`src/rtl/spsram_adapter_pkg.sv`:
```
// Shared types and default geometry for the 8192x32 single-port SRAM request adapter.
// No logic; constants only.
// Not applicable.
package spsram_adapter_pkg;

    localparam int ADDR_WIDTH = 13;
    localparam int DATA_WIDTH = 32;
    localparam int BE_WIDTH   = DATA_WIDTH / 8;
    localparam int WORDS      = 1 << ADDR_WIDTH;

    // S_INIT zero-fills the array; S_RUN serves requests.
    typedef enum logic {
        S_INIT = 1'b0,
        S_RUN  = 1'b1
    } state_t;

endpackage

```
`src/rtl/spsram_rsp_fifo.sv`:
```
// Small synchronous FIFO holding read responses in order.
// Pushed data is visible at the head the cycle after the push.
// No internal backpressure: the caller must never push while full or pop while empty.
module spsram_rsp_fifo #(
    parameter int DEPTH = 2,
    parameter int WIDTH = 32,
    localparam int PTR_W = (DEPTH > 1) ? $clog2(DEPTH) : 1,
    localparam int CNT_W = $clog2(DEPTH + 1)
) (
    input  logic             clk,
    input  logic             rst,
    input  logic             push,
    input  logic [WIDTH-1:0] push_dat,
    input  logic             pop,
    output logic [WIDTH-1:0] head_dat,
    output logic [CNT_W-1:0] count,
    output logic             empty,
    output logic             full
);

    logic [WIDTH-1:0] mem_q [DEPTH];
    logic [PTR_W-1:0] wr_ptr_q, wr_ptr_d;
    logic [PTR_W-1:0] rd_ptr_q, rd_ptr_d;
    logic [CNT_W-1:0] count_q, count_d;

    function automatic logic [PTR_W-1:0] ptr_inc(input logic [PTR_W-1:0] p);
        return (p == PTR_W'(DEPTH - 1)) ? '0 : p + PTR_W'(1);
    endfunction

    // Next pointers and occupancy; simultaneous push and pop leave the count unchanged.
    always_comb begin
        wr_ptr_d = wr_ptr_q;
        rd_ptr_d = rd_ptr_q;
        count_d  = count_q;
        if (push) begin
            wr_ptr_d = ptr_inc(wr_ptr_q);
        end
        if (pop) begin
            rd_ptr_d = ptr_inc(rd_ptr_q);
        end
        if (push && !pop) begin
            count_d = count_q + CNT_W'(1);
        end else if (pop && !push) begin
            count_d = count_q - CNT_W'(1);
        end
    end

    // Pointer and count registers; reset empties the queue.
    always_ff @(posedge clk) begin
        if (rst) begin
            wr_ptr_q <= '0;
            rd_ptr_q <= '0;
            count_q  <= '0;
        end else begin
            wr_ptr_q <= wr_ptr_d;
            rd_ptr_q <= rd_ptr_d;
            count_q  <= count_d;
        end
    end

    // Storage needs no reset; entries are only read once counted as valid.
    always_ff @(posedge clk) begin
        if (push) begin
            mem_q[wr_ptr_q] <= push_dat;
        end
    end

    assign head_dat = mem_q[rd_ptr_q];
    assign count    = count_q;
    assign empty    = (count_q == '0);
    assign full     = (count_q == CNT_W'(DEPTH));

endmodule

```
`src/rtl/spsram_8192x32_req_adapter.sv`:
```
// Drives the 8192x32 SRAM pins from a read/write request stream; zero-fills the array after reset.
// Read accepted at cycle t: Q captured at t+1, rsp_valid at t+2 (later if earlier responses are queued).
// req_ready drops once RSP_DEPTH reads are outstanding; a pop frees credit combinationally the same cycle.
module spsram_8192x32_req_adapter #(
    parameter int ADDR_WIDTH = spsram_adapter_pkg::ADDR_WIDTH,
    parameter int DATA_WIDTH = spsram_adapter_pkg::DATA_WIDTH,
    parameter int RSP_DEPTH  = 2,
    parameter bit INIT_EN    = 1'b1
) (
    input  logic                    CLK,
    input  logic                    RST,
    input  logic                    req_valid,
    output logic                    req_ready,
    input  logic                    req_write,
    input  logic [ADDR_WIDTH-1:0]   req_addr,
    input  logic [DATA_WIDTH-1:0]   req_wdata,
    input  logic [DATA_WIDTH/8-1:0] req_be,
    output logic                    rsp_valid,
    input  logic                    rsp_ready,
    output logic [DATA_WIDTH-1:0]   rsp_rdata,
    output logic                    init_done,
    output logic [ADDR_WIDTH-1:0]   A,
    output logic                    CEN,
    output logic                    GWEN,
    output logic [DATA_WIDTH-1:0]   WEN,
    output logic [DATA_WIDTH-1:0]   D,
    input  logic [DATA_WIDTH-1:0]   Q
);

    import spsram_adapter_pkg::*;

    localparam int BE_W  = DATA_WIDTH / 8;
    localparam int CNT_W = $clog2(RSP_DEPTH + 1);

    state_t                  state_q, state_d;
    logic [ADDR_WIDTH-1:0]   init_addr_q, init_addr_d;
    logic                    inflight_q, inflight_d;

    logic                    accept;
    logic                    fifo_push;
    logic                    fifo_pop;
    logic                    fifo_empty;
    logic                    unused_fifo_full;
    logic [CNT_W-1:0]        fifo_count;
    logic [DATA_WIDTH-1:0]   fifo_head;
    logic [CNT_W:0]          occ;

    // The read issued last cycle has its data on Q now; capture it unconditionally.
    assign fifo_push = inflight_q;
    assign rsp_valid = !fifo_empty && !RST;
    assign rsp_rdata = fifo_head;
    assign fifo_pop  = rsp_valid && rsp_ready;
    assign init_done = (state_q == S_RUN);

    // Credits consumed by reads not yet handed downstream, net of this cycle's pop.
    assign occ = (CNT_W+1)'(fifo_count) + (CNT_W+1)'(inflight_q) - (CNT_W+1)'(fifo_pop);

    // Pin drive, request acceptance and next-state; pins stay idle while reset is held.
    always_comb begin
        state_d     = state_q;
        init_addr_d = init_addr_q;
        inflight_d  = 1'b0;
        req_ready   = 1'b0;
        accept      = 1'b0;
        A           = req_addr;
        CEN         = 1'b1;
        GWEN        = 1'b1;
        WEN         = '1;
        D           = req_wdata;
        if (!RST) begin
            case (state_q)
                S_INIT: begin
                    A           = init_addr_q;
                    CEN         = 1'b0;
                    GWEN        = 1'b0;
                    WEN         = '0;
                    D           = '0;
                    init_addr_d = init_addr_q + ADDR_WIDTH'(1);
                    if (init_addr_q == '1) begin
                        state_d = S_RUN;
                    end
                end
                S_RUN: begin
                    req_ready  = (occ < (CNT_W+1)'(RSP_DEPTH));
                    accept     = req_valid && req_ready;
                    CEN        = ~accept;
                    GWEN       = ~req_write;
                    for (int i = 0; i < BE_W; i++) begin
                        WEN[8*i +: 8] = {8{~req_be[i]}};
                    end
                    inflight_d = accept && !req_write;
                end
                default: begin
                    state_d = S_INIT;
                end
            endcase
        end
    end

    // State registers; reset restarts the zero-fill (or goes straight to RUN) and drops any in-flight read.
    always_ff @(posedge CLK) begin
        if (RST) begin
            state_q     <= INIT_EN ? S_INIT : S_RUN;
            init_addr_q <= '0;
            inflight_q  <= 1'b0;
        end else begin
            state_q     <= state_d;
            init_addr_q <= init_addr_d;
            inflight_q  <= inflight_d;
        end
    end

    spsram_rsp_fifo #(
        .DEPTH (RSP_DEPTH),
        .WIDTH (DATA_WIDTH)
    ) u_rsp_fifo (
        .clk      (CLK),
        .rst      (RST),
        .push     (fifo_push),
        .push_dat (Q),
        .pop      (fifo_pop),
        .head_dat (fifo_head),
        .count    (fifo_count),
        .empty    (fifo_empty),
        .full     (unused_fifo_full)
    );

endmodule

```
`config.mk`:
```
export PLATFORM = sky130hd
export DESIGN_NAME = spsram_8192x32_req_adapter
export DESIGN_NICKNAME = d
export VERILOG_FILES = /design/src/rtl/spsram_adapter_pkg.sv /design/src/rtl/spsram_rsp_fifo.sv /design/src/rtl/spsram_8192x32_req_adapter.sv
export SDC_FILE = /design/constraint.sdc
export NUM_CORES = 1
export LEC_CHECK = 0
export ABC_AREA = 1
export BUFFER_PORTS_ARGS = -buffer_cell sky130_fd_sc_hd__buf_2
export CAP_MARGIN = 10
export CORE_MARGIN = 5
export CORE_UTILIZATION = 48
export CTS_CLUSTER_SIZE = 24
export DETAILED_ROUTE_END_ITERATION = 10
export PLACE_DENSITY = 0.83
export SLEW_MARGIN = 15
export SYNTH_ARGS = -nofsm -noshare
export SYNTH_HDL_FRONTEND = slang
export SYNTH_HIERARCHICAL = 1
export SYNTH_SLANG_ARGS = --single-unit
export TNS_END_PERCENT = 20
```
`constraint.sdc`:
```
create_clock -name CLK -period 6.2 [get_ports CLK]
set_input_delay 1.24 -clock CLK [delete_from_list [all_inputs] [get_ports CLK]]
set_output_delay 1.24 -clock CLK [all_outputs]
set_load 0.005 [all_outputs]
```
# After elaboration in Yosys (flattened, before gate mapping)
# Memory sizes are Yosys's and may differ from the RTL's. A register that Yosys moved wholly into a read port is not among the register bits.
# Cells that the tools add are included.
dict set report word_totals {
  ff_bits 19
  ramBits 64
  inputBits 86
  wordCells 59
  mem_count 1
}
dict set report classes {
  addsub 7
  magnitude_cmp 1
  eq_ne 1
  mux 22
  bitwise_logic 7
  reduce_logical 14
}
# memory depth width rd rd_clocked_by_memory_dff write_ports line
set memory_table {}
lappend memory_table {u_rsp_fifo.mem_q 2 32 1 1 1 spsram_rsp_fifo.sv:21} ;# logic [WIDTH-1:0] mem_q [DEPTH];
# op count
set ops {}
lappend ops {{32-bit two-way mux} 3}
lappend ops {{32-bit case mux with 2 select lines} 1}
lappend ops {{13-bit two-way mux} 2}
lappend ops {{13-bit by 1-bit adder with 13-bit output (second input constant)} 1}
lappend ops {{13-bit == test (second input constant)} 1}
lappend ops {{1-bit two-way mux} 12}
lappend ops {{1-bit inverter} 7}
lappend ops {{1-bit logical AND} 6}
lappend ops {{1-bit logical NOT} 5}
lappend ops {{2-bit two-way mux} 2}
lappend ops {{1-bit case mux with 2 select lines} 2}
lappend ops {{2-bit by 1-bit adder with 3-bit output} 1}
lappend ops {{3-bit by 2-bit < comparator with 1-bit output (second input constant)} 1}
lappend ops {{3-bit by 1-bit subtractor with 3-bit output} 1}
lappend ops {{1-bit adder (second input constant)} 2}
lappend ops {{2-bit by 1-bit adder with 2-bit output (second input constant)} 1}
lappend ops {{2-bit logical NOT} 1}
lappend ops {{2-bit nonzero test} 1}
lappend ops {{2-bit OR reduction} 1}
lappend ops {{2-bit by 1-bit subtractor with 2-bit output (second input constant)} 1}

# Logic depth before layout (Yosys ltp)
# Gate-level depths: netlist of run 1.
dict set report depth {
  ltp_word 10
  depth_mapped 10
}

# By module
# The synthesis of run 1 kept the hierarchy.
# module instances cells_per_inst area_per_inst_um2 seq_area_each_um2
set by_module_without_submodules {}
lappend by_module_without_submodules {spsram_rsp_fifo 1 133 2692.6 2021.9}
lappend by_module_without_submodules {spsram_8192x32_req_adapter 1 250 1450.1 300.3}

# Worst setup path after synthesis of run 1
# No wires, ideal clock.
dict set report synth_path {
  path_type {input to output}
  startpoint {input RST}
  endpoint {output CEN}
  t_arrival_ns 2.890
  t_required_ns 4.960
  setup_slack_ns 2.070
  stages 10
  path_cell_list {buf_2 > nor3b_1 > ha_1 > inv_1 > nand2_1 > fa_1 > xnor2_1 > nand3_1 > nand2_1 > nand2_1}
}
dict set report synth_between {
  elab_chain_cells 9
}
# element line
set synth_lines {}
lappend synth_lines {{from (decl)} spsram_8192x32_req_adapter.sv:11} ;# input logic RST,
lappend synth_lines {{1-bit logical NOT} --}
lappend synth_lines {{1-bit logical AND} spsram_8192x32_req_adapter.sv:50} ;# assign rsp_valid = !fifo_empty && !RST;
lappend synth_lines {{1-bit logical AND} spsram_8192x32_req_adapter.sv:52} ;# assign fifo_pop = rsp_valid && rsp_ready;
lappend synth_lines {{named net fifo_pop} spsram_8192x32_req_adapter.sv:41} ;# logic fifo_pop;
lappend synth_lines {{3-bit by 1-bit subtractor with 3-bit output} spsram_8192x32_req_adapter.sv:56} ;# assign occ = (CNT_W+1)'(fifo_count) + (CNT_W+1)'(inflight_q) - (CNT_W+1)'(fifo_pop);
lappend synth_lines {{3-bit by 2-bit < comparator with 1-bit output} spsram_8192x32_req_adapter.sv:84} ;# req_ready = (occ < (CNT_W+1)'(RSP_DEPTH));
lappend synth_lines {{1-bit logical AND} spsram_8192x32_req_adapter.sv:85} ;# accept = req_valid && req_ready;
lappend synth_lines {{1-bit inverter} spsram_8192x32_req_adapter.sv:86} ;# CEN = ~accept;
lappend synth_lines {{1-bit case mux with 2 select lines} spsram_8192x32_req_adapter.sv:71} ;# case (state_q)
lappend synth_lines {{1-bit two-way mux} spsram_8192x32_req_adapter.sv:70} ;# if (!RST) begin
lappend synth_lines {{to (decl)} spsram_8192x32_req_adapter.sv:23} ;# output logic CEN,
# The timed path passes the listed nets, and every way through them passes these cells.

# Worst setup path after layout of run 1
# Ends and elaborated chain as after synthesis.

==> flow_summary.toml, run 1 <==
[run_status]
status = "completed"

[drt]
firstDrtPassIters = 4
postRouteAntennaNets = 0
vias = 3113
wl_mm = 9.38
route.detailed.drc = 0
drt_iter0_markers = 80
wire_per_inst_um = 14.1
post_drt_via_cell_ratio = 4.69

[sta]
finalCritPeriodShare = 0.711
setup_slack_ps = 1790
hold_viol_final = 0
finalSetupViolCount = 0
worst_slew_pin_slew_ps = 1040
tns_ps = 0
period_needed_ps = 4410
rsz0062_at_grt = "no"
skew_ps = 10.1
drv_slew = 0
relSlewSlack = 0.307
fmax_mhz = 227

[clock_tree]
h-tree-depth = 3
cts_resized = 0
postCtsSetupRepairBufs = 0
clock-sinks = 84
clockRootBuffer = "clkbuf_8"
cts_hold_buffers = 0
cts_tree = "built"
clk_path_buf_depth = 2
numCtsBuffers = 9
clk_pin_slew_ps = 90
clock_latency_ps = 360

[place]
dpl.hpwl_mm = 7.43
io_buffers = 199
gp_congestion = 0.867
detailed_place.area_sq_um = 4960
dp_slack_ps = 1770

[setup_path]
crit_buf_inv = 3
cp_max_fo = 11
path_common_cell = "nand2_1"
worstSetupStartpointType = "input port"
max_stage_delay_ps = 390
slowest_stage = "nor3b_1"
cp_cell_sequence = "buf_2 -> nor3b_1 -> ha_1 -> inv_1 -> nand2_1 -> fa_1 -> xnor2_1 -> nand3_1 -> nand2_1 -> nand2_1 -> buf_2"
required_ps = 4960
crit_family = "adder cells"
cp-end-kind = "primary output"
critPathKind = "input port to primary output"
arrival_ps = 3170

[power]
p_leak_uw = 0.00245
pwr_density_cell_nw_per_um2 = 209
peakVddDrop_v = 0.000108

[cells_and_area]
area_delta_synth_final_pct = 24.6
diodes = 0
nets = 644
drive_above_1_share = 0.469
fillers = 672
stdcell_area_sq_um = 5160

[run]
cap_viol_max_count = 0

[die]
start_util = 0.499
fp.dieW_um = 103
num_io_pins = 200
coreArea_sq_um = 8300
die_h_um = 103
rows = 33
die-area_sq_um = 10600

[logic_synthesis]
synth_area_sq_um = 4140
syn_avg_cell_area_sq_um = 10.8
synthesis.instances = 382
syn-num-nets = 472
yosysWarningCount = 6

[grt]
grt_pass1_vias = 3206
grt_pass1_wl_mm = 14.7
antenna_found_initial = 0
grt_usage = 0.179
grt_max_degree = 38
grt_overflow = 0

[hold_path]
hold_path_class = "flop to flop"
==> power by group <==
group | internal, uW | switching, uW
Clock | 161 | 221
Combinational | 45.3 | 46.5
Sequential | 605 | 1.86
==> flip-flops by register name, summed over array words and instances (netlist names), named ones only <==
signal,cells
init_done,1
u_rsp_fifo/wr_ptr_q,1
u_rsp_fifo/mem_q,64
u_rsp_fifo/rd_ptr_q,1
u_rsp_fifo/count,2
init_addr_q,13
fifo_push,1
==> layout make-up <==
| type | instances | area (sq um) | area share |
|---|---|---|---|
| clock buffers | 9 | 124 | 0.0240 |
| inverters | 62 | 233 | 0.0451 |
| clock inverters | 7 | 76.3 | 0.0148 |
| repair buffers | 201 | 1010 | 0.196 |
| multi-input cells | 196 | 1260 | 0.244 |
| well taps | 105 | 131 | 0.0255 |
| flip-flops and latches | 84 | 2320 | 0.451 |
==> cells in the final DEF (no fill, tap or decap), drive strengths merged <==
| cell type | n |
|---|---|
| xnor2 | 2 |
| mux2 | 32 |
| nand2 | 53 |
| a31oi | 1 |
| nor3 | 6 |
| nand4 | 4 |
| dfxtp | 20 |
| nor3b | 1 |
| edfxtp | 64 |
| clkinv | 2 |
| o21ai | 23 |
| buf | 201 |
| clkbuf | 9 |
| a21oi | 8 |
| inv | 67 |
| nor2 | 56 |
| ha | 3 |
| nand3 | 6 |
| fa | 1 |
==> path summary, 6_finish.rpt <==
| check | startpoint | endpoint | slack [ps] | cells after the start |
|---|---|---|---|---|
| min | init_addr_q[4] | init_addr_q[5] | 490 | 2 |
| max reg2reg | u_rsp_fifo/count[1] | fifo_push | 3910 | 9 |
| max | RST | CEN | 1790 | 11 |
| min reg2reg | init_addr_q[4] | init_addr_q[5] | 490 | 2 |
==> worst reg2reg max path, cell delays in order (launching register included) <==
cell and delay [ps]:
dfxtp_1 460, nor2_1 100, nor3b_1 390, ha_1 300
inv_1 50, nand2_1 50, fa_1 380, xnor2_1 200
nand3_1 120, nor3_1 160
==> per-stage QoR <==
step	power, uW	cells	hold slack, ps	utilization
CTS	1100	664	491	0.621
floorplan	666	382	454	-
detailed placement	712	648	489	0.597
global route	1140	664	536	0.621
global placement	709	648	481	0.597
finish	1080	664	488	0.621
==> metal layers <==
metal  global-route usage  share of wire  vias up  wire length [um]
li1                     -              -     1555                 -
met1                0.207           0.38     1416              3550
met2                0.325           0.53      130              4950
met3               0.0379          0.078       12               734
met4               0.0667          0.015        0               138
met5                    0              0        -                 0
No activity file was read; power rests on OpenSTA's default activity.
==> run 2: changes to the inputs <==
- CORE_UTILIZATION: 48 -> 47
- PLACE_DENSITY: 0.83 -> 0.81
- clock period: 6.2 -> 4.4 ns (I/O delays scaled with it)
==> run 2 against run 1 <==
  * Total power increased by 36%
  * Combinational power increased by 42%
  * Core utilization decreased by 2.6 points
  * Non-clock buffer count unchanged
  * Sequential power increased by 41%
  * Hold slack improved by 15 ps
  * Design area decreased by 0.32%
  * Largest cell class unchanged
  * Highest routed layer unchanged
==> flow_summary.toml, run 2 (synthesized netlist as in run 1, its figures left out) <==
[power]
swShare = 0.234
p_switching_uw = 343
pwr_density_cell_nw_per_um2 = 286
peakVddDrop_v = 0.000134
power_frac_clock = 0.329
p_leak_uw = 0.00244
pwr-share-comb = 0.089
p_int_uw = 1130
seqPwrFrac = 0.582

[place]
dpl.hpwl_mm = 7.38
dp_slack_ps = 695
io_buffers = 199
placed_cells = 651
gp_congestion = 0.827
detailed_place.area_sq_um = 4970

[clock_tree]
h-tree-depth = 3
postCtsSetupRepairBufs = 0
cts_hold_buffers = 0
clk_pin_slew_ps = 90
clockRootBuffer = "clkbuf_8"
cts_tree = "built"
cts_resized = 0
numCtsBuffers = 9
clock-sinks = 84
clock_latency_ps = 340
clk_path_buf_depth = 2

[die]
fp.dieW_um = 104
die-area_sq_um = 10800
start_util = 0.479
coreArea_sq_um = 8640
num_io_pins = 200
die_h_um = 104
rows = 34

[sta]
whs_ps = 503
fmax_mhz = 270
rsz0062_at_grt = "no"
period_needed_ps = 3700
setup_slack_ps = 698
skew_ps = 13.5
relSlewSlack = 0.309
worst_slew_pin_slew_ps = 1040
finalCritPeriodShare = 0.841
drv_slew = 0
tns_ps = 0
finalSetupViolCount = 0
hold_viol_final = 0

[cells_and_area]
area_delta_synth_final_pct = 24.2
diodes = 0
mostFrequentLayoutCell = "buf_2"
largest_reg_flops = 64
regMostFlops = "u_rsp_fifo/mem_q"
drive_above_1_share = 0.467
nets = 644
fillers = 716
stdcell_count = 667
stdcell_area_sq_um = 5140
layout_common_cells = "buf_2, edfxtp_1, inv_1"

[grt]
grt_pass1_vias = 3201
antenna_found_initial = 0
grt_max_degree = 37
grt_overflow = 0
grt_usage = 0.174
grt_pass1_wl_mm = 15.3

[hold_path]
hold_end = "init_done"
hold_path_depth = 2
hold_path_class = "flop to flop"
hold_start = "init_addr_q[12]"

[drt]
firstDrtPassIters = 4
vias = 3106
dr_wl_met3_um = 671
routed.top_layer = "met4"
drt-met1-wl_mm = 3.74
wl_mm = 9.41
met2WireLength_mm = 4.74
route.detailed.drc = 0
drt_iter0_markers = 97
post_drt_via_cell_ratio = 4.66
wire_per_inst_um = 14.1
postRouteAntennaNets = 0

[run]
cap_viol_max_count = 0

[setup_path]
worstSetupStartpointType = "input port"
critPathKind = "input port to primary output"
regToRegSetupSlack_ps = 2140
worst_r2r_path_depth = 9
cp_max_fo = 11
r2r-end = "fifo_push"
cp-end-kind = "primary output"
cp_cell_sequence = "buf_2 -> nor3b_1 -> ha_1 -> inv_1 -> nand2_1 -> fa_1 -> xnor2_1 -> nand3_1 -> nand2_1 -> nand2_1 -> buf_2"
slowest_stage = "nor3b_1"
arrival_ps = 2820
required_ps = 3520
path_common_cell = "nand2_1"
worstReg2RegStart = "u_rsp_fifo/count[1]"
max_stage_delay_ps = 400

[run_status]
status = "completed"
-- run 2: changes by cell type in the layout (fill, tap and decap cells not counted), sizes merged --
cell,change
clkinv,+3
inv,-3
-- run 2: power by group through the flow --
stage	logic, uW	clock network [uW]	registers (uW)
2_1_floorplan	65.8	0	873
3_3_place_gp	127	0	873
3_5_place_dp	132	0	874
4_1_cts	133	504	855
5_1_grt	148	540	856
6_report	130	483	855
-- run 2: worst max-delay path by stage --
| stage | start | endpoint | slack (ps) | cells after the start |
|---|---|---|---|---|
| 2_1_floorplan | RST | CEN | 990 | 10 |
| 3_3_place_gp | RST | CEN | 740 | 11 |
| 3_5_place_dp | RST | CEN | 690 | 11 |
| 4_1_cts | RST | CEN | 680 | 11 |
| 5_1_grt | RST | CEN | 520 | 11 |
| 6_report | RST | CEN | 700 | 11 |
-- run 2: area by class of cell --
type	count	area, sq um	area share
sequential	84	2320	0.452
multi-input combinational	196	1260	0.246
timing repair buffer	201	1010	0.197
inverter	62	233	0.0453
tap	108	135	0.0263
clock buffer	9	124	0.0241
clock inverter	7	51.3	0.00998
-- run 2: through the flow --
step                      total power [uW]  utilization
after floorplan                        939            -
after global placement                1000        0.575
after detailed placement              1010        0.575
after CTS                             1490        0.595
after global routing                  1540        0.595
final                                 1470        0.595
-- run 2: routing by layer --
| metal | global-route usage | up-vias |
|---|---|---|
| met1 | 0.202 | 1379 |
| li1 | - | 1556 |
| met4 | 0.0814 | 0 |
| met2 | 0.300 | 147 |
| met3 | 0.0448 | 24 |
| met5 | 0 | - |
-- run 2: critical path, delay by kind of cell --
| family | cells | cell delay, ps |
|---|---|---|
| adder cells (fa/ha/maj) | 2 | 690 |
| AND/OR/NAND/NOR | 5 | 670 |
| buffers and inverters | 3 | 360 |
| XOR/XNOR | 1 | 210 |
==> run 3: changes to the inputs <==
- clock period: 4.4 -> 3.8 ns (I/O delays scaled with it)
==> run 3 against run 2 <==
  * Register-to-register slack worse by 460 ps
  * Setup slack worse by 210 ps
  * Highest routed layer unchanged
  * Combinational power is 16% higher
  * Largest power group unchanged
  * Largest cell class unchanged
  * First-iteration DRC count is 1.0% higher
==> flow_summary.toml, run 3 (synthesized netlist as in run 1, its figures left out) <==
[grt]
antenna_found_initial = 0
grt.met1_usage = 0.199
use_met3 = 0.0479
grt_max_degree = 37
grt_pass1_vias = 3048
busiest_layer = "met2"
grt_usage = 0.166
grt_use_met2 = 0.294
grt_overflow = 0
grt_pass1_wl_mm = 14.7

[clock_tree]
clk_path_buf_depth = 2
clock-sinks = 84
clk_pin_slew_ps = 80
h-tree-depth = 3
cts_tree = "built"
postCtsSetupRepairBufs = 0
cts_hold_buffers = 0
numCtsBuffers = 9
clock_latency_ps = 340
clockRootBuffer = "clkbuf_8"
cts_resized = 0

[die]
die-area_sq_um = 10800
coreArea_sq_um = 8640
num_io_pins = 200
fp.dieW_um = 104
start_util = 0.479
rows = 34
die_h_um = 104

[place]
gp_congestion = 0.821
dpl.hpwl_mm = 7.20
detailed_place.area_sq_um = 4990
io_buffers = 199

[run_status]
status = "completed"

[drt]
postRouteAntennaNets = 0
vias = 3096
route.detailed.drc = 0
drt_iter0_markers = 98
firstDrtPassIters = 4
post_drt_via_cell_ratio = 4.62
wl_mm = 9.32
wire_per_inst_um = 13.9

[setup_path]
worstSetupStartpointType = "input port"
slowest_stage = "fa_1"
critPathKind = "input port to primary output"
cp_cell_sequence = "buf_2 -> nor3b_1 -> ha_1 -> inv_1 -> nand2_1 -> fa_1 -> xnor2_1 -> nand3_1 -> nand2_1 -> nand2_1 -> buf_2"
cp_max_fo = 11
arrival_ps = 2550
max_stage_delay_ps = 380
cp-end-kind = "primary output"
path_common_cell = "nand2_1"
required_ps = 3040

[cells_and_area]
area_delta_synth_final_pct = 26.1
fillers = 721
layout_common_cells = "buf_2, edfxtp_1, inv_1"
register_area_sq_um = 2320
regMostFlops = "u_rsp_fifo/mem_q"
largest_reg_flops = 64
mostFrequentLayoutCell = "buf_2"
diodes = 0
drive_above_1_share = 0.473
nets = 647
stdcell_area_sq_um = 5220
multiInputGateArea_sq_um = 1260

[sta]
period_needed_ps = 3310
hold_viol_final = 0
tns_ps = 0
drv_slew = 0
rsz0062_at_grt = "no"
finalSetupViolCount = 0
relSlewSlack = 0.373
skew_ps = 11.5
finalCritPeriodShare = 0.871
worst_slew_pin_slew_ps = 938
fmax_mhz = 302

[power]
pwr_density_cell_nw_per_um2 = 356
p_leak_uw = 0.00248
peakVddDrop_v = 0.000217

[run]
cap_viol_max_count = 0

[hold_path]
hold_path_class = "flop to flop"
[run 3: cell types whose count changed in the layout (fill, tap and decap cells not counted), sizes merged]
cell	previous run	this run
buf	201	204
bufinv	0	2
clkinv	5	1
inv	64	66
[run 3: power by group]
part	switching [uW]	internal (uW)
registers	3.35	987
logic	76.2	74.5
clock network	335	383
[run 3: per-layer routing]
layer  wire [um]  vias up
met2        4730      134
met4          68        0
met5           0        -
li1            -     1564
met1        3800     1391
met3         715        7
[run 3: layout make-up]
class | instances | share of cell area
Sequential cell | 84 | 0.445
Tap cell | 108 | 0.0259
Timing Repair Buffer | 204 | 0.198
Clock inverter | 7 | 0.0201
Multi-Input combinational cell | 196 | 0.242
Inverter | 62 | 0.0446
Clock buffer | 9 | 0.0237
[run 3: critical path: cells and delay by family]
kind | cells | cell delay (ps)
adder cells (fa/ha/maj) | 2 | 660
XOR/XNOR | 1 | 200
buffers and inverters | 3 | 370
AND/OR/NAND/NOR | 5 | 570
[run 3: through the flow]
step / setup WS [ps] / hold WS, ps / power [uW] / cells / util
2_1_floorplan: 630 / 454 / 1090 / 382 / -
3_3_place_gp: 511 / 484 / 1160 / 654 / 0.578
3_5_place_dp: 478 / 489 / 1160 / 654 / 0.578
4_1_cts: 474 / 502 / 1880 / 670 / 0.604
5_1_grt: 278 / 530 / 1940 / 670 / 0.604
6_report: 490 / 500 / 1860 / 670 / 0.604
[run 3: final timing paths]
kind / slack, ps / startpoint / to / cells after the start
max: 490 / RST / CEN / 11
min: 500 / init_addr_q[4] / init_addr_q[5] / 2
max reg2reg: 1680 / u_rsp_fifo/count[1] / fifo_push / 9
min reg2reg: 500 / init_addr_q[4] / init_addr_q[5] / 2
